`src/rtl/mem_port_arbiter_if.sv`:
```
// Bus bundle between the two cache controllers, the shared memory port and the arbiter.
// The arbiter takes the slave view; the cache/memory side takes the master view.
interface mem_port_arbiter_if #(
    parameter int ADDR_W = 16,
    parameter int DATA_W = 16
);
    logic              i_req;
    logic              i_rd;
    logic              i_wr;
    logic [ADDR_W-1:0] i_addr;
    logic [DATA_W-1:0] i_data_in;
    logic              i_gnt;
    logic              i_stall;
    logic [DATA_W-1:0] i_data_out;
    logic              i_rdata_vld;

    logic              d_req;
    logic              d_rd;
    logic              d_wr;
    logic [ADDR_W-1:0] d_addr;
    logic [DATA_W-1:0] d_data_in;
    logic              d_gnt;
    logic              d_stall;
    logic [DATA_W-1:0] d_data_out;
    logic              d_rdata_vld;

    logic [ADDR_W-1:0] mem_addr;
    logic [DATA_W-1:0] mem_data_in;
    logic              mem_wr;
    logic              mem_rd;
    logic [DATA_W-1:0] mem_data_out;
    logic              mem_stall;

    modport slave (
        input  i_req, i_rd, i_wr, i_addr, i_data_in,
        output i_gnt, i_stall, i_data_out, i_rdata_vld,
        input  d_req, d_rd, d_wr, d_addr, d_data_in,
        output d_gnt, d_stall, d_data_out, d_rdata_vld,
        output mem_addr, mem_data_in, mem_wr, mem_rd,
        input  mem_data_out, mem_stall
    );

    modport master (
        output i_req, i_rd, i_wr, i_addr, i_data_in,
        input  i_gnt, i_stall, i_data_out, i_rdata_vld,
        output d_req, d_rd, d_wr, d_addr, d_data_in,
        input  d_gnt, d_stall, d_data_out, d_rdata_vld,
        input  mem_addr, mem_data_in, mem_wr, mem_rd,
        output mem_data_out, mem_stall
    );
endinterface

```
`src/rtl/mem_port_arbiter.sv`:
```
// Round-robin arbiter sharing one fixed-latency memory port between I-cache and D-cache
// controllers; grants are held per burst and read returns are steered by a tagged return pipe.
module mem_port_arbiter #(
    parameter int MEM_LAT = 2,
    parameter int ADDR_W  = 16,
    parameter int DATA_W  = 16
) (
    input logic clk,
    input logic rst_n,
    mem_port_arbiter_if.slave bus
);
    typedef enum logic [1:0] {IDLE, GRANT_I, GRANT_D, DRAIN} state_t;

    state_t state, state_nxt;
    logic   last_d, last_d_nxt;

    // Return pipe: index 0 is pushed this edge, index MEM_LAT-1 is the head.
    logic [MEM_LAT-1:0] ret_vld_p;
    logic [MEM_LAT-1:0] ret_own_p;

    logic              busy_nxt;
    logic              push;
    logic              rd_sel;
    logic              wr_sel;
    logic [ADDR_W-1:0] addr_sel;
    logic [DATA_W-1:0] wdata_sel;
    logic              head_i;
    logic              head_d;

    always_ff @(posedge clk) begin
        if (!rst_n) begin
            state  <= IDLE;
            last_d <= 1'b0;
        end else begin
            state  <= state_nxt;
            last_d <= last_d_nxt;
        end
    end

    // Owner tag rides alongside vld and needs no reset: vld gates it.
    always_ff @(posedge clk) begin
        if (!rst_n) begin
            ret_vld_p <= '0;
        end else begin
            ret_vld_p[0] <= push;
            for (int k = 1; k < MEM_LAT; k++) begin
                ret_vld_p[k] <= ret_vld_p[k-1];
            end
        end
    end

    always_ff @(posedge clk) begin
        ret_own_p[0] <= (state == GRANT_D);
        for (int k = 1; k < MEM_LAT; k++) begin
            ret_own_p[k] <= ret_own_p[k-1];
        end
    end

    // Pipe still holds a read after the coming edge (the head retires this cycle).
    always_comb begin
        busy_nxt = 1'b0;
        for (int k = 0; k < MEM_LAT - 1; k++) begin
            busy_nxt = busy_nxt | ret_vld_p[k];
        end
    end

    always_comb begin
        state_nxt  = state;
        last_d_nxt = last_d;
        case (state)
            IDLE: begin
                if (bus.i_req && bus.d_req) begin
                    state_nxt = last_d ? GRANT_I : GRANT_D;
                end else if (bus.i_req) begin
                    state_nxt = GRANT_I;
                end else if (bus.d_req) begin
                    state_nxt = GRANT_D;
                end
            end
            GRANT_I: begin
                if (!bus.i_req) begin
                    last_d_nxt = 1'b0;
                    if (busy_nxt) begin
                        state_nxt = DRAIN;
                    end else if (bus.d_req) begin
                        state_nxt = GRANT_D;
                    end else begin
                        state_nxt = IDLE;
                    end
                end
            end
            GRANT_D: begin
                if (!bus.d_req) begin
                    last_d_nxt = 1'b1;
                    if (busy_nxt) begin
                        state_nxt = DRAIN;
                    end else if (bus.i_req) begin
                        state_nxt = GRANT_I;
                    end else begin
                        state_nxt = IDLE;
                    end
                end
            end
            DRAIN: begin
                if (!busy_nxt) begin
                    if (last_d ? bus.i_req : bus.d_req) begin
                        state_nxt = last_d ? GRANT_I : GRANT_D;
                    end else begin
                        state_nxt = IDLE;
                    end
                end
            end
            default: state_nxt = IDLE;
        endcase
    end

    // Write beats read when both strobes arrive together; a dropping req kills its strobes.
    always_comb begin
        addr_sel  = '0;
        wdata_sel = '0;
        rd_sel    = 1'b0;
        wr_sel    = 1'b0;
        case (state)
            GRANT_I: begin
                addr_sel  = bus.i_addr;
                wdata_sel = bus.i_data_in;
                wr_sel    = bus.i_req & bus.i_wr;
                rd_sel    = bus.i_req & bus.i_rd & ~bus.i_wr;
            end
            GRANT_D: begin
                addr_sel  = bus.d_addr;
                wdata_sel = bus.d_data_in;
                wr_sel    = bus.d_req & bus.d_wr;
                rd_sel    = bus.d_req & bus.d_rd & ~bus.d_wr;
            end
            default: ;
        endcase
    end

    assign push            = rd_sel & ~bus.mem_stall;
    assign bus.mem_addr    = addr_sel;
    assign bus.mem_data_in = wdata_sel;
    assign bus.mem_rd      = rd_sel;
    assign bus.mem_wr      = wr_sel;

    assign bus.i_gnt   = (state == GRANT_I);
    assign bus.d_gnt   = (state == GRANT_D);
    assign bus.i_stall = bus.i_req & (~bus.i_gnt | bus.mem_stall);
    assign bus.d_stall = bus.d_req & (~bus.d_gnt | bus.mem_stall);

    assign head_i          = ret_vld_p[MEM_LAT-1] & ~ret_own_p[MEM_LAT-1];
    assign head_d          = ret_vld_p[MEM_LAT-1] &  ret_own_p[MEM_LAT-1];
    assign bus.i_rdata_vld = head_i;
    assign bus.d_rdata_vld = head_d;
    assign bus.i_data_out  = head_i ? bus.mem_data_out : '0;
    assign bus.d_data_out  = head_d ? bus.mem_data_out : '0;
endmodule

```
`src/flat_wrapper.sv`:
```
// flat-port wrapper written by rule: the top's interface ports become plain ports
module mem_port_arbiter_flat 
#(
    parameter int MEM_LAT = 2,
    parameter int ADDR_W  = 16,
    parameter int DATA_W  = 16
)
  (clk, rst_n, bus_i_req, bus_i_rd, bus_i_wr, bus_i_addr, bus_i_data_in, bus_i_gnt, bus_i_stall, bus_i_data_out, bus_i_rdata_vld, bus_d_req, bus_d_rd, bus_d_wr, bus_d_addr, bus_d_data_in, bus_d_gnt, bus_d_stall, bus_d_data_out, bus_d_rdata_vld, bus_mem_addr, bus_mem_data_in, bus_mem_wr, bus_mem_rd, bus_mem_data_out, bus_mem_stall);
  mem_port_arbiter_if #(.ADDR_W(ADDR_W), .DATA_W(DATA_W)) bus_i ();
  input logic clk;
  input logic rst_n;
  input wire logic [$bits(bus_i.i_req)-1:0] bus_i_req;
  input wire logic [$bits(bus_i.i_rd)-1:0] bus_i_rd;
  input wire logic [$bits(bus_i.i_wr)-1:0] bus_i_wr;
  input wire logic [$bits(bus_i.i_addr)-1:0] bus_i_addr;
  input wire logic [$bits(bus_i.i_data_in)-1:0] bus_i_data_in;
  output wire logic [$bits(bus_i.i_gnt)-1:0] bus_i_gnt;
  output wire logic [$bits(bus_i.i_stall)-1:0] bus_i_stall;
  output wire logic [$bits(bus_i.i_data_out)-1:0] bus_i_data_out;
  output wire logic [$bits(bus_i.i_rdata_vld)-1:0] bus_i_rdata_vld;
  input wire logic [$bits(bus_i.d_req)-1:0] bus_d_req;
  input wire logic [$bits(bus_i.d_rd)-1:0] bus_d_rd;
  input wire logic [$bits(bus_i.d_wr)-1:0] bus_d_wr;
  input wire logic [$bits(bus_i.d_addr)-1:0] bus_d_addr;
  input wire logic [$bits(bus_i.d_data_in)-1:0] bus_d_data_in;
  output wire logic [$bits(bus_i.d_gnt)-1:0] bus_d_gnt;
  output wire logic [$bits(bus_i.d_stall)-1:0] bus_d_stall;
  output wire logic [$bits(bus_i.d_data_out)-1:0] bus_d_data_out;
  output wire logic [$bits(bus_i.d_rdata_vld)-1:0] bus_d_rdata_vld;
  output wire logic [$bits(bus_i.mem_addr)-1:0] bus_mem_addr;
  output wire logic [$bits(bus_i.mem_data_in)-1:0] bus_mem_data_in;
  output wire logic [$bits(bus_i.mem_wr)-1:0] bus_mem_wr;
  output wire logic [$bits(bus_i.mem_rd)-1:0] bus_mem_rd;
  input wire logic [$bits(bus_i.mem_data_out)-1:0] bus_mem_data_out;
  input wire logic [$bits(bus_i.mem_stall)-1:0] bus_mem_stall;
  assign bus_i.i_req = bus_i_req;
  assign bus_i.i_rd = bus_i_rd;
  assign bus_i.i_wr = bus_i_wr;
  assign bus_i.i_addr = bus_i_addr;
  assign bus_i.i_data_in = bus_i_data_in;
  assign bus_i_gnt = bus_i.i_gnt;
  assign bus_i_stall = bus_i.i_stall;
  assign bus_i_data_out = bus_i.i_data_out;
  assign bus_i_rdata_vld = bus_i.i_rdata_vld;
  assign bus_i.d_req = bus_d_req;
  assign bus_i.d_rd = bus_d_rd;
  assign bus_i.d_wr = bus_d_wr;
  assign bus_i.d_addr = bus_d_addr;
  assign bus_i.d_data_in = bus_d_data_in;
  assign bus_d_gnt = bus_i.d_gnt;
  assign bus_d_stall = bus_i.d_stall;
  assign bus_d_data_out = bus_i.d_data_out;
  assign bus_d_rdata_vld = bus_i.d_rdata_vld;
  assign bus_mem_addr = bus_i.mem_addr;
  assign bus_mem_data_in = bus_i.mem_data_in;
  assign bus_mem_wr = bus_i.mem_wr;
  assign bus_mem_rd = bus_i.mem_rd;
  assign bus_i.mem_data_out = bus_mem_data_out;
  assign bus_i.mem_stall = bus_mem_stall;
  mem_port_arbiter #(.MEM_LAT(MEM_LAT), .ADDR_W(ADDR_W), .DATA_W(DATA_W)) u_core (.clk(clk), .rst_n(rst_n), .bus(bus_i));
endmodule
```
`config.mk`:
```
export PLATFORM = sky130hd
export DESIGN_NAME = mem_port_arbiter_flat
export DESIGN_NICKNAME = d
export VERILOG_FILES = /design/src/rtl/mem_port_arbiter_if.sv /design/src/rtl/mem_port_arbiter.sv /design/src/flat_wrapper.sv
export SDC_FILE = /design/constraint.sdc
export NUM_CORES = 1
export LEC_CHECK = 0
export BUFFER_PORTS_ARGS = -buffer_cell sky130_fd_sc_hd__buf_4
export CAP_MARGIN = 30
export CORE_MARGIN = 10
export CORE_UTILIZATION = 31
export CTS_CLUSTER_SIZE = 8
export DETAILED_ROUTE_END_ITERATION = 16
export PLACE_DENSITY = 0.81
export SETUP_SLACK_MARGIN = 0.15
export SYNTH_ARGS = -nofsm -noshare
export SYNTH_HDL_FRONTEND = slang
export SYNTH_SLANG_ARGS = --single-unit
```
`constraint.sdc`:
```
create_clock -name clk -period 1.6 [get_ports clk]
set_input_delay 0.16 -clock clk [delete_from_list [all_inputs] [get_ports clk]]
set_output_delay 0.16 -clock clk [all_outputs]
set_load 0.005 [all_outputs]
```
## Yosys cells after proc, flatten, opt, wreduce, memory -nomap -nowiden

Index checks and enable logic that the tools add are counted.

- Register bits: 7
- Input bits: 89
- Output and inout bits: 72

- Eq/ne operators: 7
- Mux-type cells: 23
- Bitwise operators: 19
- Reduce and logical (&&, ||, !) cells: 5

Operators by type and width:

| kind | number |
|---|---|
| $pmux W16 S2 | 2 |
| $mux W16 | 2 |
| $mux W2 | 11 |
| $and A1 B1 Y1 | 11 |
| $pmux W2 S4 | 1 |
| $ne A2 B2 Y1 const B | 3 |
| $not A1 Y1 | 6 |
| $pmux W1 S2 | 3 |
| $eq A2 B2 Y1 const B | 2 |
| $mux W1 | 4 |
| $ne A4 B3 Y1 const B | 1 |
| $reduce_and A4 Y1 | 1 |
| $reduce_and A3 Y1 | 1 |
| $eq A2 B1 Y1 const B | 1 |
| $logic_not A2 Y1 | 1 |
| $or A1 B1 Y1 | 2 |
| $reduce_bool A2 Y1 | 1 |
| $logic_and A1 B1 Y1 | 1 |

## Logic depth before layout (Yosys ltp)

- Depth in word-level cells: 4
- Gate-level depth with buffers: 6

## Worst setup path after synthesis

No wires, ideal clock.

- Path kind: reg2out
- From: register u_core.state[0]
- To: output port bus_mem_addr[0]
- Arrival: 1.380 ns
- Required time: 1.440 ns
- Setup slack: 0.060 ns
- Cell stages (with the launch flop): 7
- Cells stage by stage: dfxtp_1 > inv_1 > ha_1 > clkbuf_1 > clkbuf_1 > a22oi_1 > nor2b_1

- Cells in the longest elaborated chain, start to end: 2
- Elaborated cells on any way between the ends: 3
- Classes of those cells: eq/ne (2); mux (1)

Ends and longest elaborated chain:

| what | RTL line | source |
|---|---|---|
| start: declaration | mem_port_arbiter.sv:14 | `state_t state, state_nxt;` |
| start signal: assignment | mem_port_arbiter.sv:35 | `state <= state_nxt;` |
| $eq A2 B2 Y1 | n/a |  |
| net bus_d_gnt | flat_wrapper.sv:26 | `output wire logic [$bits(bus_i.d_gnt)-1:0] bus_d_gnt;` |
| $pmux W16 S2 | mem_port_arbiter.sv:123 | `case (state)` |
| end: declaration | flat_wrapper.sv:30 | `output wire logic [$bits(bus_i.mem_addr)-1:0] bus_mem_addr;` |

The timed path passes the listed nets, and every way through them passes these cells.

## Final worst setup path

- From: register u_core.state[0]
- To: output port bus_mem_addr[12]

- Cells in the longest elaborated chain, start to end: 2
- Elaborated cells on any way between the ends: 3
- Classes of those cells: eq/ne (2); mux (1)

Ends and longest elaborated chain:

| what | RTL line |
|---|---|
| $eq A2 B2 Y1 / $eq A2 B1 Y1 (equally long branches) | mem_port_arbiter.sv:123 |
| $pmux W16 S2 (*) | mem_port_arbiter.sv:123 |

Every way passes the cells marked *; elsewhere a longest branch is shown, timed or not.

==> run summary <==
YS warnings: 0
worst setup margin: -0.0409 ns
Synth Area in Simple Gates: 43.8%
Syn Nets: 258
Synth Flop Type: dfxtp_1
Seq/Total Area, Yosys: 11.9%
Num CTS Buffers: 3
Port Buffers: 160
row cnt: 22
Arr. time, crit path: 1.48 ns
mux contribution to synthesized area: 0%
hold crit path type: input pin to flop
Die Y: 81.8 µm
DR WL/cell: 21.3 µm
# IOs: 161
area delta synth->final: 155%
Post-synth EDFFs: 0
H-tree depth: 1
Mean Syn Cell Area: 7.25 µm²
Unique masters post-synth: 27
Reg2Reg Setup Slack: 0.04 ns
post-route clock period utilization: 103%
layout cell share with drive strength beyond 1: 71.6%
Ant. Diodes: 0
RSZ-0062 raised after global routing: yes
TritonCTS clock tree: done
Largest stage delay, worst path: 0.38 ns
Reg2Reg Depth: 6
pwr dens: 1500 nW/µm²
TritonRoute pass-1 iters: 4
DP HPWL: 5820 µm
peak supply drop: 1.03 mV
clk sinks: 7
global-route usage over all layers: 19.1%
startpoint types: flop
Max Slew Vio Count: 0
DRC: 0
CTS max path bufs: 2
post-route ant nets: 0
CP max FO: 15
initial core utilization: 32.1%
layout net count: 430
Tmin final: 1.64 ns
first-pass GRT wire length: 10300 µm
Clock Tree Root: clkbuf_8
Critical Path RT: 1.44 ns
status: finished with violations
async set-or-reset flop fraction in the synthesized netlist: 0%
number of max-cap violations: 0
hold depth: 2
clock skew: 0.00350 ns
Fmax achieved: 609 MHz
main combinational cell family by area after synthesis: simple AND/OR/NAND/NOR gates
Synth Area in Compound Gates: 31.5%
Placed Area: 2500 µm²
via count: 2000
slowest stage cell, crit path: dfxtp_4
number of global-route vias before repair: 2033
Die Wd: 81.8 µm
Final Instance Area: 3020 µm²
Die Footprint: 6680 µm²
Post-Place Worst Slack: -0.00224 ns
crit-path cells: inv_6, ha_4, buf_12, buf_12, nor2b_1, buf_4
Worst-path clk slew: 0.04 ns
total gr overflow: 0
worst slew pin tran: 0.275 ns
Relative slew margins: 81.6%
Synth Area in Adders: 6.35%
hold violation count in the final report: 0
largest net degree at the start of global routing: 25
DR iter-0 viols: 96
cts hold-fix bufs: 0
Worst path top cell family by delay: buffers and inverters
Routability Congestion: 0.858
hold worst-path end: u_core.last_d
most frequent CP cell: buf_12
#FFs+latches synth: 7
final wirelength: 8130 µm
failing checks: negative setup slack
FILL cells: 242
core footprint: 3690 µm²
hold_sp: rst_n
CP Buf/Inv Count: 4
CP endpoint kind: output pin
Cells after Synth: 163
Mapped Area: 1180 µm²
worst-skew pair later-pin latency: 0.23 ns
RR Endpoint: u_core.state[0]
Worst Path Class, Setup: flop to output pin
initial antenna violation count: 0
Leak: 1.47 nW
Post-Synth XOR/XNOR Area: 0%
reg2reg start: u_core.state[1]
Final Setup Violations: 18
number of vias per cell: 5.24
[metrics by stage]
step	cells	hold slack (ns)	power (mW)	TNS [ns]	util [%]
after floorplan	163	0.277	1.67	0	-
after global placement	367	0.316	2.78	0	67.8
after detailed placement	367	0.323	2.80	-0.00224	67.8
after CTS	376	0.181	3.80	0	74.6
after global routing	382	0.190	4.77	-1.56	81.8
final	382	0.177	4.51	-0.243	81.8
[per-layer routing]
metal,wire (µm),global-route usage [%],share of wire (%),up-vias
met4,214,5.95,2.6,0
li1,-,-,-,933
met1,2750,19.6,34,911
met2,4010,32.5,49,142
met3,1150,10.5,14,14
met5,0,0,0,-
[report_power, final]
part / switching [mW] / internal [mW] / leakage (nW)
Combinational: 1.62 / 2.33 / 1.39
Sequential: 0.0594 / 0.247 / 0.0585
Clock: 0.0778 / 0.172 / 0.0228
Total: 1.76 / 2.75 / 1.47
[registers in the layout, indices dropped and copies added (netlist names)]
signal	cells
u_core.last_d	1
u_core.ret_own_p	2
u_core.state	2
u_core.ret_vld_p	2
[worst reg2reg max path: cells and delay by family, from the launching register on]
| kind | cells | cell delay (ns) |
|---|---|---|
| AOI/OAI and AO/OA | 2 | 0.35 |
| and+or+nand+nor | 1 | 0.35 |
| DFF | 1 | 0.33 |
| adders and majority gates | 1 | 0.23 |
| buffers and inverters | 2 | 0.21 |
[cell usage in the layout (no fill, tap or decap), types with 5 or more instances in the layout]
| cell type | instances |
|---|---|
| buf_4 | 163 |
| dfxtp_1 | 5 |
| buf_6 | 7 |
| nor2b_1 | 15 |
| buf_12 | 5 |
| and2_1 | 19 |
| a22oi_2 | 20 |
| and3_1 | 17 |
| nor2b_2 | 14 |
| a22oi_1 | 13 |
[cell usage after synthesis, types with 3 or more instances]
| master | instances | share of area (%) |
|---|---|---|
| a21boi_0 | 4 | 2.5 |
| and3_1 | 17 | 9.0 |
| nor2b_1 | 33 | 17 |
| nor2_1 | 3 | 0.95 |
| dfxtp_1 | 7 | 12 |
| inv_1 | 5 | 1.6 |
| clkbuf_1 | 8 | 2.5 |
| ha_1 | 6 | 6.3 |
| buf_2 | 4 | 1.7 |
| a21oi_1 | 3 | 1.3 |
| and2_1 | 19 | 10 |
| a22oi_1 | 33 | 21 |
[kinds of logic (layout without fill, tap and decap cells)]
| logic type | after synthesis | in the layout |
|---|---|---|
| fa+ha+maj | 6 | 6 |
| compound gates | 49 | 49 |
| flops | 7 | 7 |
| simple gates | 82 | 82 |
| buf+inv | 19 | 190 |
[repair_timing]
action	4_1_cts	5_1_grt
cloned	1	4
resized for setup	32	39
buffers inserted	4	2
endpoints found under the setup margin	41	39
pin swaps	1	13
[final cells by class]
class	count	area, µm²	area share, %
multi-input cells	137	1190	39.6
inverters	5	26.3	0.871
repair buffers	181	1550	51.2
flip-flops and latches	7	145	4.81
well taps	48	60.1	1.99
clock buffers	4	45.0	1.49
[worst max-delay path by stage]
stage / start / endpoint / slack, ns / cells after the start
2_1_floorplan: u_core.state[0] / u_core.state[0] / 0.14 / 6
3_3_place_gp: u_core.state[0] / bus_mem_data_in[8] / 0.04 / 5
5_1_grt: u_core.state[1] / bus_mem_data_in[14] / -0.09 / 6
3_5_place_dp: u_core.state[0] / u_core.state[0] / -0.002 / 5
6_report: u_core.state[0] / bus_mem_addr[12] / -0.04 / 6
4_1_cts: u_core.state[0] / bus_mem_addr[4] / 0.005 / 6
Note: power is estimated with default switching activity, not from simulation.
